--- config.mk ---
export PLATFORM = sky130hd
export DESIGN_NAME = seven_segment_scanner
export DESIGN_NICKNAME = d
export VERILOG_FILES = /design/src/rtl/seven_segment_pkg.sv /design/src/rtl/hex_to_seg7.sv /design/src/rtl/seven_segment_scanner.sv
export SDC_FILE = /design/constraint.sdc
export NUM_CORES = 1
export LEC_CHECK = 0
export BUFFER_PORTS_ARGS = -buffer_cell sky130_fd_sc_hd__buf_4
export CORE_MARGIN = 1
export CORE_UTILIZATION = 40
export DETAILED_ROUTE_END_ITERATION = 7
export GPL_TIMING_DRIVEN = 0
export PLACE_DENSITY = 0.61
export SLEW_MARGIN = 10
export SYNTH_ARGS = -nofsm -noshare
export SYNTH_HDL_FRONTEND = slang
export SYNTH_SLANG_ARGS = --single-unit
--- constraint.sdc ---
create_clock -name mclk -period 4.8 [get_ports mclk]
set_clock_uncertainty 0.1 [all_clocks]
set_input_delay 0.24 -clock mclk [delete_from_list [all_inputs] [get_ports mclk]]
set_output_delay 0.24 -clock mclk [all_outputs]
set_load 0.02 [all_outputs]
--- src/rtl/seven_segment_pkg.sv ---
// Shared constants and hex-to-segment decode for the 7-segment display designs.
package seven_segment_pkg;

  localparam int         N_DIGITS  = 4;
  localparam logic [6:0] SEG_BLANK = 7'h7F;

  // Active-low pattern, bit 0 = segment a .. bit 6 = segment g.
  function automatic logic [6:0] hex_to_seg(input logic [3:0] nibble);
    logic [6:0] pat;
    case (nibble)
      4'h0: pat = 7'h40;
      4'h1: pat = 7'h79;
      4'h2: pat = 7'h24;
      4'h3: pat = 7'h30;
      4'h4: pat = 7'h19;
      4'h5: pat = 7'h12;
      4'h6: pat = 7'h02;
      4'h7: pat = 7'h78;
      4'h8: pat = 7'h00;
      4'h9: pat = 7'h10;
      4'hA: pat = 7'h08;
      4'hB: pat = 7'h03;
      4'hC: pat = 7'h46;
      4'hD: pat = 7'h21;
      4'hE: pat = 7'h06;
      default: pat = 7'h0E;
    endcase
    return pat;
  endfunction

endpackage

--- src/rtl/hex_to_seg7.sv ---
// Combinational nibble to active-low 7-segment pattern.
module hex_to_seg7
  import seven_segment_pkg::*;
(
  input  logic [3:0] i_nibble,
  output logic [6:0] o_seg
);

  assign o_seg = hex_to_seg(i_nibble);

endmodule

--- src/rtl/seven_segment_scanner.sv ---
// 4-digit common-anode 7-segment scanner with frame-synchronous load and
// per-slot dead time. Optional macro SEVEN_SEGMENT_SCANNER_DIMMING_EN adds a
// brightness input that gates the anodes from the top prescaler bits.
module seven_segment_scanner
  import seven_segment_pkg::*;
#(
  parameter int CLK_DIV_W   = 16,
  parameter int DEAD_CYCLES = 4
) (
  input  logic                mclk,
  input  logic                reset,
  input  logic [15:0]         value,
  input  logic [N_DIGITS-1:0] dp_in,
  input  logic [N_DIGITS-1:0] blank_in,
  input  logic                load,
`ifdef SEVEN_SEGMENT_SCANNER_DIMMING_EN
  input  logic [3:0]          brightness,
`endif
  output logic                load_ack,
  output logic                frame_start,
  output logic [6:0]          seg,
  output logic                dp,
  output logic [N_DIGITS-1:0] an
);

  localparam int                   DIG_W  = $clog2(N_DIGITS);
  localparam logic [CLK_DIV_W-1:0] DEAD_Q = CLK_DIV_W'(DEAD_CYCLES);

  logic [CLK_DIV_W-1:0] r_presc;
  logic [DIG_W-1:0]     r_digit;

  logic [15:0]          r_disp_value;
  logic [N_DIGITS-1:0]  r_disp_dp;
  logic [N_DIGITS-1:0]  r_disp_blank;
  logic [15:0]          r_pend_value;
  logic [N_DIGITS-1:0]  r_pend_dp;
  logic [N_DIGITS-1:0]  r_pend_blank;
  logic                 r_pend_flag;

  logic                 r_load_ack;
  logic                 r_frame_start;
  logic [6:0]           r_seg;
  logic                 r_dp;
  logic [N_DIGITS-1:0]  r_an;

  logic                 w_tc;
  logic                 w_boundary;
  logic [3:0]           w_nibble;
  logic [6:0]           w_seg;
  logic                 w_dim_ok;
  logic                 w_lit;
  logic [N_DIGITS-1:0]  w_an_sel;

  assign w_tc       = &r_presc;
  assign w_boundary = w_tc && (r_digit == DIG_W'(N_DIGITS - 1));
  assign w_nibble   = r_disp_value[{r_digit, 2'b00} +: 4];
  assign w_an_sel   = ~(N_DIGITS'(1) << r_digit);

`ifdef SEVEN_SEGMENT_SCANNER_DIMMING_EN
  assign w_dim_ok = r_presc[CLK_DIV_W-1 -: 4] < brightness;
`else
  assign w_dim_ok = 1'b1;
`endif

  // Digit is driven only past the dead time, when not blanked and within duty.
  assign w_lit = (r_presc >= DEAD_Q) && !r_disp_blank[r_digit] && w_dim_ok;

  hex_to_seg7 u_decode (
    .i_nibble (w_nibble),
    .o_seg    (w_seg)
  );

  // Scan counters and the pending/displayed double buffer.
  always_ff @(posedge mclk) begin
    if (reset) begin
      r_presc      <= '0;
      r_digit      <= '0;
      r_disp_value <= '0;
      r_disp_dp    <= '0;
      r_disp_blank <= '0;
      r_pend_value <= '0;
      r_pend_dp    <= '0;
      r_pend_blank <= '0;
      r_pend_flag  <= 1'b0;
    end else begin
      r_presc <= r_presc + CLK_DIV_W'(1);
      if (w_tc) begin
        r_digit <= r_digit + DIG_W'(1);
      end
      if (w_boundary && r_pend_flag) begin
        r_disp_value <= r_pend_value;
        r_disp_dp    <= r_pend_dp;
        r_disp_blank <= r_pend_blank;
      end
      // A load on the boundary cycle re-arms the flag after the transfer.
      if (load) begin
        r_pend_value <= value;
        r_pend_dp    <= dp_in;
        r_pend_blank <= blank_in;
        r_pend_flag  <= 1'b1;
      end else if (w_boundary) begin
        r_pend_flag  <= 1'b0;
      end
    end
  end

  // Registered display drive and status pulses from the current scan state.
  always_ff @(posedge mclk) begin
    if (reset) begin
      r_an          <= '1;
      r_seg         <= SEG_BLANK;
      r_dp          <= 1'b1;
      r_load_ack    <= 1'b0;
      r_frame_start <= 1'b0;
    end else begin
      r_an          <= w_lit ? w_an_sel : '1;
      r_seg         <= w_lit ? w_seg : SEG_BLANK;
      r_dp          <= w_lit ? ~r_disp_dp[r_digit] : 1'b1;
      r_load_ack    <= w_boundary && r_pend_flag;
      r_frame_start <= w_boundary;
    end
  end

  assign an          = r_an;
  assign seg         = r_seg;
  assign dp          = r_dp;
  assign load_ack    = r_load_ack;
  assign frame_start = r_frame_start;

endmodule
==> results.toml <==
[place]
io_buffers = 39
place.gp.congestion = 0.795
dp_hpwl_mm = 5.61
dpl.cell_count = 516

[critical_path]
regToRegStartpoint = "r_digit[0]"
cpPeakStageDelay_ns = 0.61
critPathKind = "reg2reg"
crit_path_max_fanout = 10
reg2reg_setup_slack_ns = 2.60
crit_arrival_ns = 2.36
worst_path_max_delay_cell = "sky130_fd_sc_hd__mux4_2"
critPathCaptureType = "flip-flop"
start_kind = "flip-flop"
cells_on_worst_reg2reg_path = 6
path_cells = "buf_6 -> mux4_2 -> inv_1 -> ha_1 -> nor2_1 -> o31ai_1"
crit_required_ns = 4.96
path_delay_family = "multiplexers"
critical_path_buf_inv_count = 2
r2r_end = "seg[0]"

[yosys]
synth-async-reset-ratio_pct = 0
synth.yosys.warnings = 0
post-synth-top-area-cell = "sky130_fd_sc_hd__dfxtp_1"
synth.ff_latch_count = 81
netlist_top_cells_area = "sky130_fd_sc_hd__dfxtp_1 45%, sky130_fd_sc_hd__mux2i_1 8.9%, sky130_fd_sc_hd__nand4_1 4.8%, sky130_fd_sc_hd__nor2_1 4.7%, sky130_fd_sc_hd__ha_1 4.2%"
net_count_of_the_mapped_netlist = 408
ys_seq_area_share_pct = 44.8
synthDistinctLibCells = 40
number_of_instances_in_the_synthesized_netlist = 369
synthesis.area_per_instance_um2 = 9.80
syn_area_mm2 = 0.00362
synthFlopType = "sky130_fd_sc_hd__dfxtp_1"
number_of_synthesized_flops_with_an_enable_pin = 0
synthDominantCellAreaShare_pct = 44.8

[power]
max-vdd-ir-drop_uv = 125
power.static_leakage_nw = 1.67
power_density_mw_per_mm2 = 299

[finish]
area_growth_from_synthesis_to_final_layout_pct = 17.3
commonest_cells_after_routing_fill_and_taps_aside = "81 x sky130_fd_sc_hd__dfxtp_1, 45 x sky130_fd_sc_hd__nor2_1, 41 x sky130_fd_sc_hd__buf_4, 32 x sky130_fd_sc_hd__mux2i_1, 28 x sky130_fd_sc_hd__nand4_1"
most_common_library_cell_in_the_layout_ignoring_fill_and_taps = "sky130_fd_sc_hd__dfxtp_1"
multi_input_area_mm2 = 0.00176
final_nets = 458
regArea_mm2 = 0.00162
antenna_cells_inserted = 0
drive_gt1_share_pct = 19.3
n_fill_cell = 851
layoutNonFillerInstCount = 532

[timing]
fmax_mhz = 455
timing.hold.ws_ns = 0.0164
fin_crit_ns = 2.20
slew_headroom_pct = 66.1
setup_viol_count_final = 0
tightestPinTransition_ns = 0.508
finalHoldViolations = 0
tns_ns = 0
slew_viol_final = 0
rsz0062_at_grt = "no"
final_min_period_over_clock_period_pct = 45.8

[clocking]
post_cts.repair.setup_buffers = 0
post_cts_resized = 0
cts_made_buffers = 9
ctsLongestPathBuffers = 2
clock_insertion_delay_worst_skew_ns = 0.35
path_clk_slew_ns = 0.09
cts_htree_levels = 3
tritoncts = "yes"
holdBufCountCts = 0
cts_num_sinks = 81
cts.root.buffer_cell = "sky130_fd_sc_hd__clkbuf_8"

[run]
count_of_maximum_capacitance_violations = 0

[worst_hold_path]
timing.hold.worst.class = "in2reg"
worst_hold_depth = 3
timing.hold.worst.start = "dp_in[2]"
min_to = "r_pend_dp[2]"

[global_routing]
via_count_of_the_first_global_routing_pass = 2615
gr-usage-all-layers_pct = 17.1
gr-total-overflow = 0
grt_pass1_wl_mm = 12.9
grt_antenna_before_repair = 0
grt_start_max_net_pins = 14

[drt]
drt_pre_antenna_iters = 4
drt_iter0_drc = 98
vias = 2792
post-route-drc-count = 0
drt-vias-per-instance = 5.25
drt.antenna.violating_nets = 0
postRouteWirelength_mm = 7.63
wl_per_cell_um = 14.3

[floorplanning]
die_area_mm2 = 0.00942
dieHeight_um = 97.1
chipWidth_um = 97.1
initial_utilization_pct = 41.5
rows = 34
design.core.area_mm2 = 0.00872
ios = 41

[status]
outcome = "finished, final reports clean"
==> cell usage after synthesis (3+ instances only) <==
cell type / n
sky130_fd_sc_hd__o21ai_0: 26
sky130_fd_sc_hd__xor2_1: 13
sky130_fd_sc_hd__a21oi_1: 26
sky130_fd_sc_hd__mux2_2: 4
sky130_fd_sc_hd__inv_1: 8
sky130_fd_sc_hd__nor2b_1: 3
sky130_fd_sc_hd__nand4_1: 28
sky130_fd_sc_hd__and2_1: 4
sky130_fd_sc_hd__buf_2: 3
sky130_fd_sc_hd__o211ai_1: 3
sky130_fd_sc_hd__mux4_2: 6
sky130_fd_sc_hd__nand3_1: 9
sky130_fd_sc_hd__buf_12: 3
sky130_fd_sc_hd__nor4_1: 3
sky130_fd_sc_hd__nor2_1: 45
sky130_fd_sc_hd__buf_1: 3
sky130_fd_sc_hd__nand2_1: 11
sky130_fd_sc_hd__mux2i_1: 32
sky130_fd_sc_hd__clkbuf_1: 12
sky130_fd_sc_hd__o221ai_1: 4
sky130_fd_sc_hd__ha_1: 12
sky130_fd_sc_hd__dfxtp_1: 81
sky130_fd_sc_hd__buf_6: 4
==> cell type report <==
class,count,area share [%]
Buffer,29,4.87
Clock buffer,11,3.33
Clock inverter,5,1.30
Inverter,8,0.708
Multi-Input combinational cell,251,41.5
Sequential cell,81,38.2
Tap cell,108,3.19
Timing Repair Buffer,39,6.90
==> worst max path at each step <==
stage / startpoint / endpoint / depth (start not counted)
floorplan: r_digit[0] / seg[3] / 7
global placement: r_digit[0] / seg[0] / 6
detailed placement: r_digit[0] / seg[0] / 6
CTS: r_digit[0] / seg[0] / 6
global route: r_digit[0] / seg[0] / 6
finish: r_digit[0] / seg[0] / 6
==> layer usage <==
layer  GRT usage [%]  vias to the layer above  share of wire (%)
li1                -                     1416                  -
met1            24.1                     1309                 50
met2            25.6                       55                 45
met5               0                        -                  0
met4            8.38                        0                2.0
met3            2.59                       12                3.8
==> flip-flops by register name, summed over array words and instances (netlist names), 2 cells and up <==
signal        count
an                4
r_digit           2
r_disp_blank      4
r_disp_dp         4
r_disp_value     16
r_pend_blank      4
r_pend_dp         4
r_pend_value     16
r_presc          16
seg               7
==> power by group <==
group	total [mW]	internal (mW)	switching, mW
clock	0.498	0.253	0.245
combinational	0.0703	0.0350	0.0353
sequential	0.699	0.688	0.0104
==> per-stage QoR <==
step	instance area [um2]	utilization [%]	total power, mW	setup WS [ns]
finish	4240	48.6	1.27	2.60
global placement	4040	46.4	0.784	2.63
global route	4240	48.6	1.31	2.41
floorplan	3620	-	0.753	2.87
CTS	4240	48.6	1.28	2.59
detailed placement	4040	46.4	0.786	2.61
==> cells by family (layout without fill, tap and decap cells) <==
family / Yosys count / count (layout) / synth area share, %
and+or+nand+nor: 119 / 119 / 17.3
DFF: 81 / 81 / 44.8
AOI/OAI and AO/OA: 63 / 63 / 9.72
muxes: 42 / 42 / 13.8
buffers and inverters: 37 / 92 / 6.54
xor gates and xnor gates: 15 / 15 / 3.63
adders and majority gates: 12 / 12 / 4.15
==> worst reg2reg max path, delay by kind of cell, from the launching register on <==
family	cells	cell delay, ns
compound gates	1	0.22
fa+ha+maj	1	0.27
buf+inv	2	0.37
flops	1	0.48
mux	1	0.61
simple gates	1	0.07
No activity file was read; power rests on OpenSTA's default activity.
